### config.mk
export PLATFORM = sky130hd
export DESIGN_NAME = sma_rr_scheduler
export DESIGN_NICKNAME = d
export VERILOG_FILES = /design/src/rtl/sma_rr_pkg.sv /design/src/rtl/rr_arbiter.sv /design/src/rtl/sma_rr_scheduler.sv
export SDC_FILE = /design/constraint.sdc
export NUM_CORES = 1
export LEC_CHECK = 0
export CAP_MARGIN = 15
export CORE_ASPECT_RATIO = 0.6
export CORE_MARGIN = 2
export CORE_UTILIZATION = 60
export DETAILED_ROUTE_END_ITERATION = 6
export PLACE_DENSITY = 0.82
export SETUP_SLACK_MARGIN = 0.3
export SYNTH_ARGS = -nofsm -noshare
export SYNTH_HDL_FRONTEND = slang
export SYNTH_SLANG_ARGS = --single-unit
### constraint.sdc
create_clock -name clk -period 20.7 [get_ports clk]
set_input_delay 4.14 -clock clk [delete_from_list [all_inputs] [get_ports clk]]
set_output_delay 4.14 -clock clk [all_outputs]
set_load 0.05 [all_outputs]
### src/rtl/sma_rr_pkg.sv
// Shared defaults and types for the time-multiplexed moving-average scheduler.
package sma_rr_pkg;

  localparam int DEF_CHANNELS = 4;
  localparam int DEF_WIDTH    = 16;
  localparam int CHAN_W       = $clog2(DEF_CHANNELS);

  typedef logic signed [DEF_WIDTH-1:0] sample_t;
  typedef logic [CHAN_W-1:0]           chan_t;

endpackage

### src/rtl/rr_arbiter.sv
// Combinational round-robin arbiter: the first requester at or after ptr
// (wrapping) wins. Grant is one-hot and suppressed when enable is low;
// idx/any report the winner regardless of enable.
module rr_arbiter #(
  parameter int CHANNELS = 4
) (
  input  logic [CHANNELS-1:0]         req,
  input  logic                        enable,
  input  logic [$clog2(CHANNELS)-1:0] ptr,
  output logic [CHANNELS-1:0]         grant,
  output logic [$clog2(CHANNELS)-1:0] idx,
  output logic                        any
);

  localparam int CW = $clog2(CHANNELS);

  int unsigned cand;

  // Scan CHANNELS positions starting at ptr; keep the first hit.
  always_comb begin
    grant = '0;
    idx   = '0;
    any   = 1'b0;
    cand  = 0;
    for (int unsigned k = 0; k < CHANNELS; k++) begin
      cand = (32'(ptr) + k) % CHANNELS;
      if (!any && req[CW'(cand)]) begin
        any = 1'b1;
        idx = CW'(cand);
      end
    end
    if (enable && any) begin
      grant[idx] = 1'b1;
    end
  end

endmodule

### src/rtl/sma_rr_scheduler.sv
// Shared 4-tap moving-average engine. One channel per cycle is granted by a
// round-robin arbiter; its sample plus its private 3-deep history feed a
// single adder, and the sum lands in a back-pressured output register.
module sma_rr_scheduler
  import sma_rr_pkg::*;
#(
  parameter int CHANNELS = DEF_CHANNELS,
  parameter int WIDTH    = DEF_WIDTH
) (
  input  logic                        clk,
  input  logic                        rst,
  input  logic [CHANNELS-1:0]         x_valid,
  input  logic [CHANNELS*WIDTH-1:0]   x_data,
  output logic [CHANNELS-1:0]         x_ready,
  input  logic                        flush,
  output logic                        y_valid,
  output logic [WIDTH-1:0]            y_data,
  output logic [$clog2(CHANNELS)-1:0] y_chan,
  input  logic                        y_ready
);

  localparam int CW = $clog2(CHANNELS);

  logic [CW-1:0]       ptr;
  logic [CW-1:0]       ptr_next;
  logic [CW-1:0]       gidx;
  logic [CHANNELS-1:0] grant;
  logic                any_req;
  logic                can_accept;
  logic                accept;

  logic signed [WIDTH-1:0] h1 [CHANNELS];
  logic signed [WIDTH-1:0] h2 [CHANNELS];
  logic signed [WIDTH-1:0] h3 [CHANNELS];

  logic signed [WIDTH-1:0] x_sel;
  logic signed [WIDTH-1:0] h1_sel;
  logic signed [WIDTH-1:0] h2_sel;
  logic signed [WIDTH-1:0] h3_sel;
  logic signed [WIDTH-1:0] sum_lo;
  logic signed [WIDTH-1:0] sum_hi;
  logic signed [WIDTH-1:0] sum;

  // Output slot is usable when empty or being drained this cycle.
  assign can_accept = !y_valid || y_ready;

  rr_arbiter #(
    .CHANNELS(CHANNELS)
  ) u_arb (
    .req   (x_valid),
    .enable(can_accept && !rst),
    .ptr   (ptr),
    .grant (grant),
    .idx   (gidx),
    .any   (any_req)
  );

  assign x_ready = grant;
  assign accept  = any_req && can_accept;

  // Operand select for the granted channel; flush zeroes the history taps
  // so a sample accepted alongside flush sums against an empty history.
  always_comb begin
    x_sel  = x_data[int'(gidx)*WIDTH +: WIDTH];
    h1_sel = '0;
    h2_sel = '0;
    h3_sel = '0;
    if (!flush) begin
      h1_sel = h1[gidx];
      h2_sel = h2[gidx];
      h3_sel = h3[gidx];
    end
  end

  // Shared adder tree, wrapping at WIDTH bits.
  always_comb begin
    sum_lo = x_sel + h1_sel;
    sum_hi = h2_sel + h3_sel;
    sum    = sum_lo + sum_hi;
  end

  // Pointer advances to the slot after the winner, wrapping at CHANNELS.
  always_comb begin
    ptr_next = gidx + 1'b1;
    if (gidx == CW'(CHANNELS - 1)) begin
      ptr_next = '0;
    end
  end

  // Round-robin pointer: moves only on an accept.
  always_ff @(posedge clk or posedge rst) begin
    if (rst) begin
      ptr <= '0;
    end else if (accept) begin
      ptr <= ptr_next;
    end
  end

  // History bank: granted channel shifts in its sample; flush clears the
  // rest. With flush and accept together, the granted channel keeps only x.
  always_ff @(posedge clk or posedge rst) begin
    if (rst) begin
      for (int unsigned i = 0; i < CHANNELS; i++) begin
        h1[i] <= '0;
        h2[i] <= '0;
        h3[i] <= '0;
      end
    end else begin
      for (int unsigned i = 0; i < CHANNELS; i++) begin
        if (accept && (gidx == CW'(i))) begin
          h1[i] <= x_sel;
          h2[i] <= h1_sel;
          h3[i] <= h2_sel;
        end else if (flush) begin
          h1[i] <= '0;
          h2[i] <= '0;
          h3[i] <= '0;
        end
      end
    end
  end

  // Output register: load on accept, drop valid when drained, else hold.
  always_ff @(posedge clk or posedge rst) begin
    if (rst) begin
      y_valid <= 1'b0;
      y_data  <= '0;
      y_chan  <= '0;
    end else if (accept) begin
      y_valid <= 1'b1;
      y_data  <= sum;
      y_chan  <= gidx;
    end else if (y_ready) begin
      y_valid <= 1'b0;
    end
  end

endmodule

==> results_dict.tcl, run 1 <==
set metrics [dict create \
    run_status "finished, final reports clean" \
    post_cts_buffers 0 \
    yosysUniqueCellTypes 47 \
    cts_tree "built" \
    diodes 0 \
    synth_ff_type "dfrtp_1" \
    avgViaCountPerCell 5.91 \
    min_path_type "register to register" \
    antenna_found_initial 0 \
    ir_drop_v 0.0000900 \
    route.met2.wl_um 15600 \
    port_buffers 94 \
    maxUsedRoutingLayer "met4" \
    worst_pin_slew_ns 1.21 \
    final_max_slew_viol_count 0 \
    antenna_left 0 \
    ctsResizeCount 0 \
    core_um2 19900 \
    yosys.area.top_type "dfrtp_1" \
    yosysWarnings 0 \
    drv_cap 0 \
    fin_tns_setup_ns 0 \
    syn_area_um2 12100 \
    drc_errors 0 \
    fin_hold_ws_ns 0.481 \
    grt_pass1_wl_um 56100 \
    grt_pass1_vias 10500 \
    fin_cells 1826 \
    firstDrtPassIters 5 \
    cts.path.max_buffers 3 \
    dp.cells 1789 \
    cts-hold-fix-buffers 0 \
    synth_seq_cells 213 \
    worstPathMaxFanout 62 \
    fp.dieArea_um2 21400 \
    finalHoldViolCount 0 \
    wl_per_cell_um 18.8 \
    drt_wl_total_um 34200 \
    endpoint_kind "output port" \
    htreeDepth 1 \
    vias 10800 \
    initial_core_util_pct 60.9 \
    clock_sinks 213 \
    powerDensity_nw_per_um2 133 \
    leakage_nw 6.16 \
    yosys-top-cells-area "dfrtp_1 44%, nand2_1 20%, a21oi_1 5.7%" \
    syn_inst 1522 \
    cts_buffers 21 \
    areaGrowthSynthToFinish_pct 13.9 \
    async_reset_ff_share_pct 100 \
    die_h_um 114 \
    setup_violations 0 \
    layout-drive-gt1-share_pct 4.19 \
    rsz0062_at_grt "false" \
    gp_congestion 0.869 \
    grtUsageTotal_pct 32.7 \
    cp.required_ns 16.56 \
    nFillCells 1626 \
    synth_area_per_cell_um2 7.97 \
    crit_type "input pin to output port" \
    die_w_um 188 \
    wl_met3_um 3220 \
    slew_headroom_pct 19.6 \
    cp-start-kind "input pin" \
    synth_top_cell_area_share_pct 43.9 \
    fin_worst_skew_ns 0.00583 \
    globalRouteOverflowTotal 0 \
    io_pins 95 \
    synth-edff-count 0 \
    fmaxAchievable_mhz 86.7 \
    wl_met1_um 14700 \
    final_nets 1660 \
    num_rows 40 \
    root_buffer "clkbuf_16" \
    place_hpwl_um 19900 \
    grt_max_degree 144 \
    post-route-period-util_pct 55.7 \
    critPathArrivalTime_ns 7.39 \
    clock_latency_ns 0.50 \
    synth_nets 1643 \
    clkTransAtPathRegs_ns 0.06 \
    fin_crit_ns 11.53 \
    drt-initial-drc-count 1262 \
    synth-seq-area-share_pct 43.9 \
]
==> flip-flops by register name, summed over array words and instances (netlist names) <==
name,flops
y_data,16
h1,64
y_chan,2
y_valid,1
h3,64
ptr,2
h2,64
==> final timing paths <==
| kind | startpoint | to | slack [ns] | cells past startpoint |
|---|---|---|---|---|
| worst max-delay path | x_valid[1] | x_ready[1] | 9.17 | 8 |
| worst min-delay path | y_data[8] | y_data[8] | 0.48 | 2 |
| worst max register to register | ptr[1] | y_data[15] | 13.73 | 20 |
| worst min register to register | y_data[8] | y_data[8] | 0.48 | 2 |
| max in group asynchronous | rst | h1[43] | 14.80 | 3 |
| min in group asynchronous | rst | h1[61] | 4.37 | 2 |
==> area by class of cell <==
class | instances | area [um2] | share of cell area, %
clock buffer | 30 | 619 | 4.48
clock inverter | 7 | 110 | 0.797
inverter | 62 | 243 | 1.76
multi-input combinational | 1135 | 6140 | 44.4
sequential | 213 | 5330 | 38.6
tap | 273 | 342 | 2.47
timing repair buffer | 106 | 1030 | 7.47
==> routing by layer <==
metal	GRT usage (%)	vias to the layer above
li1	-	4967
met2	51.9	540
met3	6.04	66
met4	9.61	0
met5	0	-
met1	46.6	5226
==> metrics by stage <==
| step | total power [W] | area, um2 | setup WS, ns | utilization [%] |
|---|---|---|---|---|
| 3_5_place_dp | 0.00141 | 13100 | 9.21 | 65.7 |
| 6_report | 0.00183 | 13800 | 9.17 | 69.4 |
| 3_3_place_gp | 0.00138 | 13100 | 9.32 | 65.7 |
| 4_1_cts | 0.00182 | 13800 | 9.22 | 69.4 |
| 5_1_grt | 0.00194 | 13800 | 8.99 | 69.4 |
| 2_1_floorplan | 0.00113 | 12100 | 9.78 | - |
==> logic make-up (layout without fill, tap and decap cells) <==
| kind of cell | Yosys count | count (layout) | share of synthesized area, % |
|---|---|---|---|
| AND/OR/NAND/NOR | 806 | 806 | 29.1 |
| adder cells (fa/ha/maj) | 49 | 49 | 6.91 |
| AO/OA/AOI/OAI | 251 | 251 | 11.9 |
| buffers and inverters | 174 | 205 | 5.64 |
| multiplexers | 14 | 14 | 1.37 |
| XOR/XNOR | 15 | 15 | 1.20 |
| flip-flops | 213 | 213 | 43.9 |
==> Yosys cell counts, types with 2 or more instances <==
cell type,count
nand2_1,632
dfrtp_1,213
a21oi_1,139
clkbuf_1,94
nand3b_1,64
and3_1,60
inv_1,60
a31oi_1,47
o21ai_0,32
fa_1,30
nor2b_1,28
ha_1,19
a311o_1,12
mux2i_1,9
xnor2_1,9
buf_1,8
buf_2,8
nand2b_1,7
a21o_1,6
nor2_1,6
xor2_1,5
and2_1,4
a311oi_1,3
a21boi_0,2
mux2i_2,2
o21bai_1,2
==> where the power goes <==
group | leakage [nW] | total [W] | switching [W] | internal [W]
clock network | 0.364 | 0.000409 | 0.000164 | 0.000245
registers | 2.89 | 0.000528 | 0.0000407 | 0.000487
logic | 2.90 | 0.000894 | 0.000591 | 0.000302
==> layout by cell type, fill, tap and decap left out, drive strengths merged, types with 12 or more instances in the layout <==
master         netlist  layout
nand2              632     632
dfrtp              213     213
a21oi              139     139
clkdlybuf4s50        0      93
nand3b              64      64
inv                 62      62
and3                60      60
a31oi               47      47
o21ai               33      33
fa                  30      30
clkbuf              94      30
nor2b               28      28
ha                  19      19
buf                 18      13
a311o               12      12
mux2i               12      12
==> critical path, stage by stage <==
cell             delay (ns)
clkdlybuf4s50_1        0.54
a21boi_0               0.29
o221a_4                0.45
buf_4                  0.65
ha_1                   0.29
nand2_2                0.06
nor2_1                 0.13
clkdlybuf4s50_1        0.81
Note: power is estimated with default switching activity, not from simulation.
==> inputs of run 2 (changes only) <==
--- a/config.mk
+++ b/config.mk
@@ -8,9 +8,9 @@
 export CAP_MARGIN = 15
 export CORE_ASPECT_RATIO = 0.6
 export CORE_MARGIN = 2
-export CORE_UTILIZATION = 60
+export CORE_UTILIZATION = 54
 export DETAILED_ROUTE_END_ITERATION = 6
-export PLACE_DENSITY = 0.82
+export PLACE_DENSITY = 0.78
 export SETUP_SLACK_MARGIN = 0.3
 export SYNTH_ARGS = -nofsm -noshare
 export SYNTH_HDL_FRONTEND = slang
==> constraint.sdc (replaced) <==
create_clock -name clk -period 10.6 [get_ports clk]
set_input_delay 2.12 -clock clk [delete_from_list [all_inputs] [get_ports clk]]
set_output_delay 2.12 -clock clk [all_outputs]
set_load 0.05 [all_outputs]
==> run 2 against run 1 <==
  * Final area up 0.54%
  * Critical endpoint is now y_data[15]
  * Critical path depth up 14
  * Cell count up 0.77%
  * First-iteration DRC count up 1.7%
  * Sequential cell count unchanged
  * Hold slack worse by 0.00080 ns
==> results_dict.tcl, run 2 (synthesized netlist as in run 1, its figures left out) <==
set metrics [dict create \
    run_status "finished, final reports clean" \
    clkTransAtPathRegs_ns 0.07 \
    final_nets 1660 \
    fin_util_pct 63.1 \
    min_path_type "register to register" \
    areaGrowthSynthToFinish_pct 14.5 \
    top_regs "h1: 64 flops, h2: 64 flops, h3: 64 flops" \
    switching_share_pct 43.3 \
    combPwrFrac_pct 48.0 \
    seqCellArea_um2 5330 \
    clock_latency_ns 0.52 \
    reg2reg_depth 21 \
    num_rows 42 \
    critical_path.slowest_cell "inv_4" \
    vias 10800 \
    layout_common_cells "628 x nand2_1, 213 x dfrtp_1, 139 x a21oi_1" \
    fp.dieArea_um2 23700 \
    place_hpwl_um 19500 \
    final_max_slew_viol_count 0 \
    rsz0062_at_grt "false" \
    grt_pass1_vias 10300 \
    max_stage_delay_ns 0.78 \
    htreeDepth 1 \
    hold-path-cell-count 2 \
    p_int_w 0.00205 \
    wl_per_cell_um 18.8 \
    clkPwrFrac_pct 23.2 \
    worstPathMaxFanout 84 \
    r2r_start "ptr[1]" \
    critPathArrivalTime_ns 8.62 \
    finalHoldViolCount 0 \
    drt-initial-drc-count 1284 \
    worst_hold_path.endpoint "y_data[8]" \
    powerDensity_nw_per_um2 260 \
    fin_worst_skew_ns 0.0109 \
    fin_total_pwr_w 0.00361 \
    nFillCells 1779 \
    layout_commonest_cell "nand2_1" \
    firstDrtPassIters 6 \
    dp.cells 1800 \
    antenna_found_initial 0 \
    fin_tns_setup_ns 0 \
    r2r_end "y_data[15]" \
    globalRouteOverflowTotal 0 \
    antenna_left 0 \
    die_h_um 120 \
    power_frac_seq_pct 28.8 \
    multiInputGateArea_um2 6140 \
    post-route-period-util_pct 77.2 \
    power_switching_w 0.00156 \
    cp.required_ns 11.04 \
    grtUsageTotal_pct 29.6 \
    post_cts_buffers 0 \
    root_buffer "clkbuf_16" \
    crit_type "input pin to register" \
    gp_congestion 0.835 \
    worstHoldStart "y_data[8]" \
    avgViaCountPerCell 5.86 \
    cts.path.max_buffers 3 \
    setup_violations 0 \
    worst_pin_slew_ns 1.27 \
    cts-hold-fix-buffers 0 \
    drv_cap 0 \
    initial_core_util_pct 55.1 \
    grt_max_degree 181 \
    fin_crit_ns 8.18 \
    leakage_nw 6.17 \
    drt_wl_total_um 34500 \
    clock_sinks 213 \
    slew_headroom_pct 15.0 \
    ir_drop_v 0.000153 \
    cts_buffers 22 \
    cts_tree "built" \
    fin_cells 1840 \
    ff2ff_setup_slack_ns 4.05 \
    crit_chain "clkdlybuf4s50_1, or3b_1, o221a_4, inv_4, buf_4, nand2_1, and3_1, a31oi_1, nor2b_1, fa_1, inv_1, fa_1, inv_1, ha_1, a21o_1, a21oi_1, nor2b_1, nand2_1, a21o_1, a31oi_1, xnor3_1, o21ai_1" \
    grt_pass1_wl_um 55400 \
    diodes 0 \
    port_buffers 94 \
    layout-drive-gt1-share_pct 4.18 \
    fmaxAchievable_mhz 122 \
    endpoint_kind "register" \
    io_pins 95 \
    drc_errors 0 \
    die_w_um 197 \
    ctsResizeCount 0 \
    core_um2 22000 \
    cp-start-kind "input pin" \
]
## run 2: changes by cell type in the layout (fill, tap and decap cells not counted), sizes merged
cell,change
buf,-1
clkbuf,-2
bufinv,+1
clkinvlp,+3
## run 2: worst max-delay path, delay by kind of cell
kind | cells | cell delay, ns
adders and majority gates | 3 | 1.11
AOI/OAI and AO/OA | 7 | 1.66
xor gates and xnor gates | 1 | 0.45
buffers and inverters | 5 | 2.06
and+or+nand+nor | 6 | 1.15
## run 2: worst max-delay path by stage
stage,end,depth (start not counted),startpoint,slack [ns]
6_report,y_data[15],22,x_valid[2],2.42
3_3_place_gp,y_data[15],22,x_valid[2],2.20
2_1_floorplan,h1[0],1,rst,2.66
4_1_cts,y_data[15],22,x_valid[2],2.50
5_1_grt,y_data[15],22,x_valid[2],2.02
3_5_place_dp,y_data[15],22,x_valid[2],2.00
## run 2: metrics by stage
step | hold WS [ns] | cell area, um2 | setup slack [ns]
after floorplan | 0.476 | 12100 | 2.66
after CTS | 0.483 | 13900 | 2.50
final | 0.480 | 13900 | 2.42
after global routing | 0.516 | 13900 | 2.02
after detailed placement | 0.469 | 13100 | 2.00
after global placement | 0.462 | 13100 | 2.20
## run 2: area by class of cell
class | count | area share (%)
tap | 286 | 2.58
clock inverter | 11 | 1.20
clock buffer | 28 | 4.35
sequential | 213 | 38.4
timing repair buffer | 105 | 7.56
inverter | 62 | 1.75
multi-input combinational | 1135 | 44.2
## run 2: power groups by stage
stage	Combinational, W	Sequential, W	Clock, W
floorplan	0.00108	0.00114	0
global placement	0.00165	0.00104	0
detailed placement	0.00169	0.00105	0
CTS	0.00170	0.00103	0.000844
global route	0.00189	0.00105	0.000879
finish	0.00173	0.00104	0.000838
## run 2: layer usage
layer	share of wire, %	track usage (%)	routed length (um)
met1	43	43.4	14900
met2	44	44.9	15300
met3	10	5.65	3530
met4	2.2	8.22	772
met5	0	0	0
